[config.mk]
export PLATFORM = sky130hd
export DESIGN_NAME = data_memory_arbiter_flat
export DESIGN_NICKNAME = d
export VERILOG_FILES = /design/src/rtl/data_memory_arbiter_pkg.sv /design/src/rtl/data_memory_arbiter_if.sv /design/src/rtl/mem_addr_check.sv /design/src/rtl/data_memory_arbiter.sv /design/src/flat_wrapper.sv
export SDC_FILE = /design/constraint.sdc
export NUM_CORES = 1
export LEC_CHECK = 0
export BUFFER_PORTS_ARGS = -buffer_cell sky130_fd_sc_hd__buf_2
export CELL_PAD_IN_SITES_DETAIL_PLACEMENT = 1
export CELL_PAD_IN_SITES_GLOBAL_PLACEMENT = 2
export CORE_MARGIN = 4
export CORE_UTILIZATION = 12
export DETAILED_ROUTE_END_ITERATION = 6
export GPL_TIMING_DRIVEN = 0
export PLACE_DENSITY = 0.78
export SYNTH_ARGS = -nofsm -noshare
export SYNTH_HDL_FRONTEND = slang
export SYNTH_HIERARCHICAL = 1
export SYNTH_SLANG_ARGS = --single-unit
[constraint.sdc]
create_clock -name clk -period 2.2 [get_ports clk]
set_input_delay 0.22 -clock clk [delete_from_list [all_inputs] [get_ports clk]]
set_output_delay 0.22 -clock clk [all_outputs]
set_load 0.02 [all_outputs]
[src/rtl/data_memory_arbiter_pkg.sv]
// -----------------------------------------------------------------------------
// data_memory_arbiter_pkg
// Shared types and constants for the two-port data memory arbiter.
//   arb_state_t   : arbiter FSM states (idle, locked to port 0, locked to port 1)
//   port_idx_t    : requester index (0 = processor, 1 = peripheral/loader)
//   ERR_READ_DATA : data returned for a read that failed the address check
// -----------------------------------------------------------------------------
package data_memory_arbiter_pkg;

    typedef enum logic [1:0] {
        ARB_IDLE  = 2'd0,
        ARB_LOCK0 = 2'd1,
        ARB_LOCK1 = 2'd2
    } arb_state_t;

    typedef logic port_idx_t;

    localparam logic [31:0] ERR_READ_DATA = 32'hDEADBEEF;

    function automatic port_idx_t other_port(input port_idx_t p);
        return ~p;
    endfunction

endpackage

[src/rtl/data_memory_arbiter_if.sv]
// -----------------------------------------------------------------------------
// data_memory_arbiter_if
// Bundles both requester ports and the data_memory side of the arbiter.
//   req/we/lock/addr/wdata[0|1] : requester -> arbiter
//   gnt/err/rvalid/rdata[0|1]   : arbiter -> requester
//   mem_write/mem_address/mem_write_data : arbiter -> data_memory
//   mem_read_data                        : data_memory -> arbiter
// Modport slave is the arbiter's view; master is the environment's view
// (both requesters and the memory).
// -----------------------------------------------------------------------------
interface data_memory_arbiter_if #(
    parameter int ADDR_W = 32,
    parameter int DATA_W = 32
);
    logic              req0,    req1;
    logic              we0,     we1;
    logic              lock0,   lock1;
    logic [ADDR_W-1:0] addr0,   addr1;
    logic [DATA_W-1:0] wdata0,  wdata1;
    logic              gnt0,    gnt1;
    logic              err0,    err1;
    logic              rvalid0, rvalid1;
    logic [DATA_W-1:0] rdata0,  rdata1;

    logic              mem_write;
    logic [ADDR_W-1:0] mem_address;
    logic [DATA_W-1:0] mem_write_data;
    logic [DATA_W-1:0] mem_read_data;

    modport slave (
        input  req0, req1, we0, we1, lock0, lock1, addr0, addr1, wdata0, wdata1,
        output gnt0, gnt1, err0, err1, rvalid0, rvalid1, rdata0, rdata1,
        output mem_write, mem_address, mem_write_data,
        input  mem_read_data
    );

    modport master (
        output req0, req1, we0, we1, lock0, lock1, addr0, addr1, wdata0, wdata1,
        input  gnt0, gnt1, err0, err1, rvalid0, rvalid1, rdata0, rdata1,
        input  mem_write, mem_address, mem_write_data,
        output mem_read_data
    );
endinterface

[src/rtl/mem_addr_check.sv]
// -----------------------------------------------------------------------------
// mem_addr_check
// Combinational byte-address check for one requester.
//   i_addr : byte address from the requester
//   o_err  : 1 when the address is not word aligned or lies beyond the memory
// -----------------------------------------------------------------------------
module mem_addr_check #(
    parameter int ADDR_W    = 32,
    parameter int MEM_WORDS = 1024
) (
    input  logic [ADDR_W-1:0] i_addr,
    output logic              o_err
);
    // One extra bit so the limit is representable even if it equals 2**ADDR_W.
    localparam logic [ADDR_W:0] BYTE_LIMIT = (ADDR_W+1)'(4 * MEM_WORDS);

    logic w_misaligned;
    logic w_out_of_range;

    assign w_misaligned   = (i_addr[1:0] != 2'b00);
    assign w_out_of_range = ({1'b0, i_addr} >= BYTE_LIMIT);
    assign o_err          = w_misaligned || w_out_of_range;
endmodule

[src/rtl/data_memory_arbiter.sv]
// -----------------------------------------------------------------------------
// data_memory_arbiter
// Shares the single-port data memory between the processor (port 0) and the
// peripheral/loader (port 1). Round-robin on contention, optional lock for
// bursts with an idle timeout, and address range/alignment checking.
//   clk   : system clock, rising edge
//   rst_n : synchronous reset, active low
//   bus   : data_memory_arbiter_if.slave (requester ports + memory side)
// Grants are combinational from the current requests; read responses come
// back one cycle after the grant, steered by a registered response tag.
// -----------------------------------------------------------------------------
module data_memory_arbiter
    import data_memory_arbiter_pkg::*;
#(
    parameter int ADDR_W       = 32,
    parameter int DATA_W       = 32,
    parameter int MEM_WORDS    = 1024,
    parameter int LOCK_TIMEOUT = 16
) (
    input  logic                  clk,
    input  logic                  rst_n,
    data_memory_arbiter_if.slave  bus
);
    localparam int CNT_W = $clog2(LOCK_TIMEOUT + 1);

    // Per-port views of the requester signals, indexed by port number.
    logic [1:0]        w_req, w_we, w_lock, w_err, w_gnt;
    logic [ADDR_W-1:0] w_addr  [2];
    logic [DATA_W-1:0] w_wdata [2];
    logic              w_gnt_any;
    port_idx_t         w_sel;
    port_idx_t         w_own;
    logic [DATA_W-1:0] w_rdata;

    arb_state_t        r_state;
    port_idx_t         r_ptr;
    logic [CNT_W-1:0]  r_cnt;
    logic [1:0]        r_rvalid;
    logic              r_rd_err;

    assign w_req      = {bus.req1,  bus.req0};
    assign w_we       = {bus.we1,   bus.we0};
    assign w_lock     = {bus.lock1, bus.lock0};
    assign w_addr[0]  = bus.addr0;
    assign w_addr[1]  = bus.addr1;
    assign w_wdata[0] = bus.wdata0;
    assign w_wdata[1] = bus.wdata1;

    for (genvar g = 0; g < 2; g++) begin : g_chk
        mem_addr_check #(
            .ADDR_W    (ADDR_W),
            .MEM_WORDS (MEM_WORDS)
        ) u_chk (
            .i_addr (w_addr[g]),
            .o_err  (w_err[g])
        );
    end

    // Grant selection. Held at zero during reset so nothing is committed.
    always_comb begin
        w_gnt = 2'b00;
        if (rst_n) begin
            case (r_state)
                ARB_IDLE: begin
                    if (w_req[0] && w_req[1]) w_gnt[r_ptr] = 1'b1;
                    else                      w_gnt        = w_req;
                end
                ARB_LOCK0: w_gnt[0] = w_req[0];
                ARB_LOCK1: w_gnt[1] = w_req[1];
                default:   w_gnt    = 2'b00;
            endcase
        end
    end

    assign w_gnt_any = |w_gnt;
    assign w_sel     = w_gnt[1];          // grant is one-hot, so bit 1 names the port
    assign w_own     = (r_state == ARB_LOCK1);

    assign bus.gnt0  = w_gnt[0];
    assign bus.gnt1  = w_gnt[1];
    assign bus.err0  = w_gnt[0] && w_err[0];
    assign bus.err1  = w_gnt[1] && w_err[1];

    // Memory side: idle drives address 0; errored writes are suppressed.
    assign bus.mem_address    = w_gnt_any ? w_addr[w_sel] : '0;
    assign bus.mem_write      = w_gnt_any && w_we[w_sel] && !w_err[w_sel];
    assign bus.mem_write_data = (w_gnt_any && w_we[w_sel]) ? w_wdata[w_sel] : '0;

    // Arbiter FSM: state, round-robin pointer and lock idle counter.
    always_ff @(posedge clk) begin
        if (!rst_n) begin
            r_state <= ARB_IDLE;
            r_ptr   <= 1'b0;
            r_cnt   <= '0;
        end else begin
            if (w_gnt_any) r_ptr <= other_port(w_sel);
            case (r_state)
                ARB_IDLE: begin
                    r_cnt <= '0;
                    if (w_gnt_any && w_lock[w_sel])
                        r_state <= w_sel ? ARB_LOCK1 : ARB_LOCK0;
                end
                ARB_LOCK0, ARB_LOCK1: begin
                    if (w_req[w_own]) begin
                        // Owner is always granted while locked.
                        r_cnt <= '0;
                        if (!w_lock[w_own]) r_state <= ARB_IDLE;
                    end else if (r_cnt == CNT_W'(LOCK_TIMEOUT - 1)) begin
                        // This idle cycle is the LOCK_TIMEOUT-th one: release.
                        r_state <= ARB_IDLE;
                        r_cnt   <= '0;
                        r_ptr   <= other_port(w_own);
                    end else begin
                        r_cnt <= r_cnt + 1'b1;
                    end
                end
                default: begin
                    r_state <= ARB_IDLE;
                    r_cnt   <= '0;
                end
            endcase
        end
    end

    // Response tag: which port gets next cycle's read data, and whether the
    // read failed its address check (then the memory data is replaced).
    always_ff @(posedge clk) begin
        if (!rst_n) begin
            r_rvalid <= 2'b00;
            r_rd_err <= 1'b0;
        end else begin
            r_rvalid <= w_gnt & ~w_we;
            r_rd_err <= w_gnt_any && w_err[w_sel];
        end
    end

    assign w_rdata     = r_rd_err ? DATA_W'(ERR_READ_DATA) : bus.mem_read_data;
    assign bus.rvalid0 = r_rvalid[0];
    assign bus.rvalid1 = r_rvalid[1];
    assign bus.rdata0  = r_rvalid[0] ? w_rdata : '0;
    assign bus.rdata1  = r_rvalid[1] ? w_rdata : '0;
endmodule
[src/flat_wrapper.sv]
// flat-port wrapper written by rule: the top's interface ports become plain ports
module data_memory_arbiter_flat import data_memory_arbiter_pkg::*;
#(
    parameter int ADDR_W       = 32,
    parameter int DATA_W       = 32,
    parameter int MEM_WORDS    = 1024,
    parameter int LOCK_TIMEOUT = 16
)
  (clk, rst_n, bus_req0, bus_req1, bus_we0, bus_we1, bus_lock0, bus_lock1, bus_addr0, bus_addr1, bus_wdata0, bus_wdata1, bus_gnt0, bus_gnt1, bus_err0, bus_err1, bus_rvalid0, bus_rvalid1, bus_rdata0, bus_rdata1, bus_mem_write, bus_mem_address, bus_mem_write_data, bus_mem_read_data);
  data_memory_arbiter_if #(.ADDR_W(ADDR_W), .DATA_W(DATA_W)) bus_i ();
  input  logic clk;
  input  logic rst_n;
  input wire logic [$bits(bus_i.req0)-1:0] bus_req0;
  input wire logic [$bits(bus_i.req1)-1:0] bus_req1;
  input wire logic [$bits(bus_i.we0)-1:0] bus_we0;
  input wire logic [$bits(bus_i.we1)-1:0] bus_we1;
  input wire logic [$bits(bus_i.lock0)-1:0] bus_lock0;
  input wire logic [$bits(bus_i.lock1)-1:0] bus_lock1;
  input wire logic [$bits(bus_i.addr0)-1:0] bus_addr0;
  input wire logic [$bits(bus_i.addr1)-1:0] bus_addr1;
  input wire logic [$bits(bus_i.wdata0)-1:0] bus_wdata0;
  input wire logic [$bits(bus_i.wdata1)-1:0] bus_wdata1;
  output wire logic [$bits(bus_i.gnt0)-1:0] bus_gnt0;
  output wire logic [$bits(bus_i.gnt1)-1:0] bus_gnt1;
  output wire logic [$bits(bus_i.err0)-1:0] bus_err0;
  output wire logic [$bits(bus_i.err1)-1:0] bus_err1;
  output wire logic [$bits(bus_i.rvalid0)-1:0] bus_rvalid0;
  output wire logic [$bits(bus_i.rvalid1)-1:0] bus_rvalid1;
  output wire logic [$bits(bus_i.rdata0)-1:0] bus_rdata0;
  output wire logic [$bits(bus_i.rdata1)-1:0] bus_rdata1;
  output wire logic [$bits(bus_i.mem_write)-1:0] bus_mem_write;
  output wire logic [$bits(bus_i.mem_address)-1:0] bus_mem_address;
  output wire logic [$bits(bus_i.mem_write_data)-1:0] bus_mem_write_data;
  input wire logic [$bits(bus_i.mem_read_data)-1:0] bus_mem_read_data;
  assign bus_i.req0 = bus_req0;
  assign bus_i.req1 = bus_req1;
  assign bus_i.we0 = bus_we0;
  assign bus_i.we1 = bus_we1;
  assign bus_i.lock0 = bus_lock0;
  assign bus_i.lock1 = bus_lock1;
  assign bus_i.addr0 = bus_addr0;
  assign bus_i.addr1 = bus_addr1;
  assign bus_i.wdata0 = bus_wdata0;
  assign bus_i.wdata1 = bus_wdata1;
  assign bus_gnt0 = bus_i.gnt0;
  assign bus_gnt1 = bus_i.gnt1;
  assign bus_err0 = bus_i.err0;
  assign bus_err1 = bus_i.err1;
  assign bus_rvalid0 = bus_i.rvalid0;
  assign bus_rvalid1 = bus_i.rvalid1;
  assign bus_rdata0 = bus_i.rdata0;
  assign bus_rdata1 = bus_i.rdata1;
  assign bus_mem_write = bus_i.mem_write;
  assign bus_mem_address = bus_i.mem_address;
  assign bus_mem_write_data = bus_i.mem_write_data;
  assign bus_i.mem_read_data = bus_mem_read_data;
  data_memory_arbiter #(.ADDR_W(ADDR_W), .DATA_W(DATA_W), .MEM_WORDS(MEM_WORDS), .LOCK_TIMEOUT(LOCK_TIMEOUT)) u_core (.clk(clk), .rst_n(rst_n), .bus(bus_i));
endmodule
# Word level (Yosys, flattened, before mapping)
# Cells that the tools add are included.
[totals] register_bits=11 latchBits=0 mem_bits_rw=0 rom_bits=0 inputBits=168 output_inout_bits=135 word_cells=81 mem_count=0
[op_classes] add_sub_neg=1 multipliers=0 n_div=0 n_lt_le_gt_ge=7 eq_ne=6 shift=0 n_mux=37 bitwise_logic=7 n_reduce_logical=18
[op_table] operator="32-bit two-way mux" n=11
[op_table] operator="32-bit by 13-bit >= comparator with 1-bit output (second input constant)" n=2
[op_table] operator="1-bit two-way mux" n=15
[op_table] operator="2-bit two-way mux" n=7
[op_table] operator="1-bit logical AND" n=8
[op_table] operator="1-bit by 2-bit less-than comparator with 1-bit output (second input constant)" n=3
[op_table] operator="5-bit by 1-bit adder with 5-bit output (second input constant)" n=1
[op_table] operator="5-bit by 4-bit == test with 1-bit output (second input constant)" n=1
[op_table] operator="1-bit NOT" n=4
[op_table] operator="1-bit one-hot mux with 2 select lines" n=2
[op_table] operator="2-bit one-hot mux with 2 select lines" n=1
[op_table] operator="2-bit nonzero test" n=2
[op_table] operator="2-bit OR reduction" n=2
[op_table] operator="4-bit OR reduction" n=1
[op_table] operator="3-bit by 1-bit inequality test with 1-bit output (second input constant)" n=1
[op_table] operator="3-bit inequality test (second input constant)" n=1
[op_table] operator="3-bit AND reduction" n=1
[op_table] operator="2-bit bitwise AND" n=1
[op_table] operator="2-bit by 1-bit == test with 1-bit output (second input constant)" n=1
[op_table] operator="2-bit == test (second input constant)" n=1
[op_table] operator="2-bit >= comparator (second input constant)" n=1
[op_table] operator="2-bit zero test" n=1
[op_table] operator="1-bit logical OR" n=2
[op_table] operator="2-bit by 1-bit inequality test with 1-bit output (second input constant)" n=1
[op_table] operator="5 further kinds" n=5

# Depth between registers and ports, before layout
[depth] word_depth=12 depth_mapped=9

# By module
# The synthesis kept the hierarchy.
[by_module_without_submodules] mod="data_memory_arbiter" n_inst=1 cells_per_inst=290 area_each_um2=1954.4 seq_area_each_um2=220.2
[by_module_without_submodules] mod="mem_addr_check" n_inst=2 cells_per_inst=7 area_each_um2=46.3 seq_area_each_um2=0.0

# Least setup slack after synthesis
# Ideal clock, no wire load.
[synth_timing] kind="reg-to-output" startpoint="register u_core.r_state[0]" endpoint="output bus_mem_write" arrival_time_ns=2.037 required_ns=1.980 path_slack_ns=-0.057 stages_incl_launch_ff=9 n_path_buf=1 cell_sequence="dfxtp_1 -> inv_1 -> ha_1 -> a21o_1 -> nand3_2 -> inv_2 -> buf_2 -> and2_1 -> a211oi_1"
[synth_between] elab_chain_len=7 word_cells_on_any_way=14
[synth_lines] item="from (decl)" line_no="data_memory_arbiter.sv:35" rtl="arb_state_t r_state;"
[synth_lines] item="from (signal assigned)" line_no="data_memory_arbiter.sv:101" rtl="r_state <= w_sel ? ARB_LOCK1 : ARB_LOCK0;"
[synth_lines] item="2-bit == test / 2-bit zero test (equally long branches)" line_no="data_memory_arbiter.sv:63" rtl="case (r_state)"
[synth_lines] item="1-bit one-hot mux with 2 select lines" line_no="data_memory_arbiter.sv:63"
[synth_lines] item="2-bit two-way mux *" line_no="data_memory_arbiter.sv:62" rtl="if (rst_n) begin"
[synth_lines] item="1-bit two-way mux (not written as such) (2 in series)" line_no="data_memory_arbiter.sv:86" rtl="assign bus.mem_write = w_gnt_any && w_we[w_sel] && !w_err[w_sel];"
[synth_lines] item="1-bit logical AND / 1-bit zero test (equally long branches)" line_no="data_memory_arbiter.sv:86"
[synth_lines] item="1-bit logical AND *" line_no="data_memory_arbiter.sv:86"
[synth_lines] item="to (decl)" line_no="flat_wrapper.sv:31" rtl="output wire logic [$bits(bus_i.mem_write)-1:0] bus_mem_write;"
# Every way passes the cells marked *; elsewhere a longest branch is shown, timed or not. The select of a mux whose other input is x is not followed.

# Final worst setup path
[layout_timing] startpoint="register u_core.r_state[1]" endpoint="output bus_mem_write_data[14]"
[layout_between] elab_chain_len=8 word_cells_on_any_way=15
[layout_lines] item="2-bit == test / 2-bit zero test (equally long branches)" line_no="data_memory_arbiter.sv:63"
[layout_lines] item="1-bit one-hot mux with 2 select lines" line_no="data_memory_arbiter.sv:63"
[layout_lines] item="2-bit two-way mux *" line_no="data_memory_arbiter.sv:62"
[layout_lines] item="1-bit NOT with 2-bit output (not written as such)" line_no="data_memory_arbiter.sv:87" rtl="assign bus.mem_write_data = (w_gnt_any && w_we[w_sel]) ? w_wdata[w_sel] : '0;"
[layout_lines] item="32-bit two-way mux (not written as such) (3 in series)" line_no="data_memory_arbiter.sv:87"
[layout_lines] item="32-bit two-way mux *" line_no="data_memory_arbiter.sv:87"
[layout_lines] item="to (decl)" line_no="flat_wrapper.sv:33" rtl="output wire logic [$bits(bus_i.mem_write_data)-1:0] bus_mem_write_data;"
# Marks and branches as above.

==> results.cfg <==
[run_status]
status = finished with violations
violations = negative setup slack

[logic_synthesis]
ys_seq_area_frac = 0.108
synth_fp_nets = 478
yosys_warnings = 6
avgSynthCellArea_um2 = 6.73
ys_seq_elements = 11
syn_area_um2 = 2050
syn_inst = 304
yosysUniqueCellTypes = 39

[power_and_ir_drop]
ir_worst_vdd_uv = 265
switching_share = 0.502
total_leakage_power_nw = 2.42
power_frac_seq = 0.078
p_switching_mw = 1.83
power.share.combinational = 0.832
power.density_nw_per_um2 = 800
p_int_mw = 1.82
finalPower_mw = 3.65
pwr-share-clk = 0.090

[critical_path]
crit_top_cell = buf_4
cp_slowest_cell = dfxtp_4
path_class = reg2out
startpoint_type = flop
setup.worst_path.end_class = output port
cpPeakStageDelay_ns = 0.37
path_buf_inv = 4
arrival_ns = 2.16
worstPathMaxFanout = 8
path_cells = inv_4 -> ha_4 -> a21o_4 -> a311oi_4 -> buf_6 -> a22oi_4 -> buf_4 -> a21oi_1 -> buf_4
cp_top_family = compound AO/OA/AOI/OAI gates
required_ns = 1.98

[sta]
fmax_mhz = 420
rsz0062_at_grt = yes
tightestPinTransition_ns = 0.505
drv_slew = 0
post-route-period-util = 1.08
setup_tns_ns = -5.48
slew_headroom = 0.663
period_minus_slack_ns = 2.38
setup_slack_ns = -0.179
setup_violations = 63
hold_viol_final = 0
clock_skew_ns = 0.00213

[place]
hpwlAfterDp_um = 12000
io_buffers = 302
place_congestion = 0.830

[global_route]
grtUsageTotal = 0.135
antenna_found_initial = 0
grt_max_degree = 11
grt_pass1_wl_um = 21200
grt_overflow = 0
grt_pass1_vias = 3928

[clock_network]
insertion_delay_ns = 0.24
path_clk_slew_ns = 0.04
cts_buffers = 3
clock_path_buffers = 2
cts_sinks = 11
htree_levels = 1
root_buffer = clkbuf_16
cts_tree = yes

[hold_path]
hold_class = in2reg

[final_layout]
layout.nets = 805
layout-drive-gt1-share = 0.606
fillCellCount = 2126
regArea_um2 = 225
num_antenna_cells = 0
syn_to_final_growth_pct = 123
multi_input_area_um2 = 1840

[floorplan]
die_area_um2 = 19200
ios = 303
start_util = 0.123
die_w_um = 139
num_rows = 47
core_um2 = 16600
die_h_um = 139

[route]
first_pass_iters = 6
drcViolationCount = 0
drt-initial-drc-count = 79
vias_per_cell = 4.32
wl_per_cell_um = 17.0
routed_wl_um = 14400
drtAntennaViolNets = 0
vias = 3671

[job]
drv_cap = 0
## per-stage QoR
step	utilization	hold WS, ns	area [um^2]	worst slack, ns	instances
after detailed placement	0.231	0.440	3840	-0.472	826
after global routing	0.275	0.230	4570	-0.272	850
after global placement	0.231	0.433	3840	-0.461	826
after floorplan	-	0.292	2050	0.0359	304
after CTS	0.258	0.220	4300	-0.162	844
final	0.275	0.225	4570	-0.179	850
## cell families after synthesis
kind of cell    share of synthesized area
compound gates                      0.471
buf+inv                            0.0709
xor+xnor                          0.00856
mux                                0.0104
simple gates                        0.295
fa+ha+maj                          0.0367
flops                               0.108
## power by group through the flow
stage | sequential [mW] | combinational, mW | clock [mW]
4_1_cts | 0.285 | 2.78 | 0.343
2_1_floorplan | 0.267 | 1.47 | 0
6_report | 0.285 | 3.04 | 0.330
3_3_place_gp | 0.274 | 2.33 | 0
3_5_place_dp | 0.272 | 2.33 | 0
5_1_grt | 0.292 | 3.28 | 0.354
## routing by layer
layer,up-vias,GRT usage,part of all wire
met5,-,0,0
met4,0,0.0348,0.024
met3,24,0.0297,0.091
met2,212,0.260,0.52
met1,1673,0.147,0.37
li1,1762,-,-
## layout make-up
cell class                 count  share of cell area
timing repair buffer         322               0.424
multi-input combinational    260               0.402
tap                          220              0.0602
sequential                    11              0.0493
buffer                        29              0.0422
clock buffer                   4              0.0173
inverter                       4             0.00493
## cells in the final DEF, fill, tap and decap left out, types with 2 or more instances in the layout
| cell | n |
|---|---|
| a21oi_1 | 10 |
| a21oi_2 | 16 |
| a21oi_4 | 6 |
| a22o_1 | 32 |
| and2_1 | 16 |
| and3_1 | 3 |
| and3b_1 | 2 |
| buf_12 | 2 |
| buf_2 | 253 |
| buf_4 | 37 |
| buf_6 | 39 |
| buf_8 | 2 |
| clkbuf_1 | 13 |
| clkbuf_16 | 3 |
| clkbuf_2 | 5 |
| dfxtp_1 | 9 |
| ha_1 | 2 |
| ha_2 | 2 |
| ha_4 | 2 |
| inv_4 | 3 |
| nand2_1 | 72 |
| nand3_1 | 4 |
| nand4_1 | 2 |
| nor2_1 | 6 |
| nor2b_1 | 2 |
| nor3_1 | 2 |
| nor3b_1 | 2 |
| nor4_1 | 8 |
| o21a_1 | 49 |
| or4_1 | 4 |
## Yosys cell counts (all sizes together)
cell / count / share of area
o21ai: 1 / 0.0024
nand4: 2 / 0.0061
o21a: 49 / 0.18
mux2i: 1 / 0.0049
xor2: 1 / 0.0043
nor4: 8 / 0.024
and3b: 2 / 0.0086
a31o: 1 / 0.0043
or4: 4 / 0.015
and2: 16 / 0.049
o221ai: 1 / 0.0043
a22o: 32 / 0.14
xnor2: 1 / 0.0043
dfxtp: 11 / 0.11
nor4b: 1 / 0.0043
mux2: 1 / 0.0055
a22oi: 1 / 0.010
nand2b: 1 / 0.0031
ha: 6 / 0.037
a21o: 2 / 0.0073
a311oi: 1 / 0.013
clkbuf: 18 / 0.033
a21oi: 32 / 0.097
o221a: 1 / 0.0055
nand3: 5 / 0.015
nor3: 2 / 0.0049
a211oi: 2 / 0.0073
nor2: 6 / 0.011
nand2: 72 / 0.13
inv: 4 / 0.0073
and3: 3 / 0.0092
nor2b: 2 / 0.0061
nor3b: 2 / 0.0073
a31oi: 1 / 0.0031
buf: 11 / 0.031
## state kept, by name, summed over array words and instances, names as in the netlist
| register | count |
|---|---|
| u_core/r_state | 2 |
| u_core/r_ptr | 1 |
| u_core/r_cnt | 5 |
| u_core/r_rvalid | 2 |
| u_core/r_rd_err | 1 |
## repair_timing
| action | 4_1_cts | 5_1_grt |
|---|---|---|
| gates cloned | 2 | 3 |
| endpoints found under the setup margin | 67 | 66 |
| hold buffers | 0 | 0 |
| resized for setup | 78 | 74 |
| setup buffers | 12 | 4 |
| pin swaps | 6 | 7 |
## worst paths after layout
| check | slack (ns) | start | end | cells after the start |
|---|---|---|---|---|
| worst min register to register | 0.44 | u_core/r_cnt[0]$_SDFF_PP0_ | u_core/r_cnt[0]$_SDFF_PP0_ | 1 |
| worst max register to register | 0.27 | u_core/r_state[0]$_SDFFE_PN0P_ | u_core/r_state[1]$_SDFFE_PN0P_ | 7 |
| worst min-delay path | 0.22 | bus_we1 | u_core/r_rvalid[1]$_SDFF_PN0_ | 2 |
| worst max-delay path | -0.18 | u_core/r_state[1]$_SDFFE_PN0P_ | bus_mem_write_data[14] | 9 |
No activity file was read; power rests on OpenSTA's default activity.
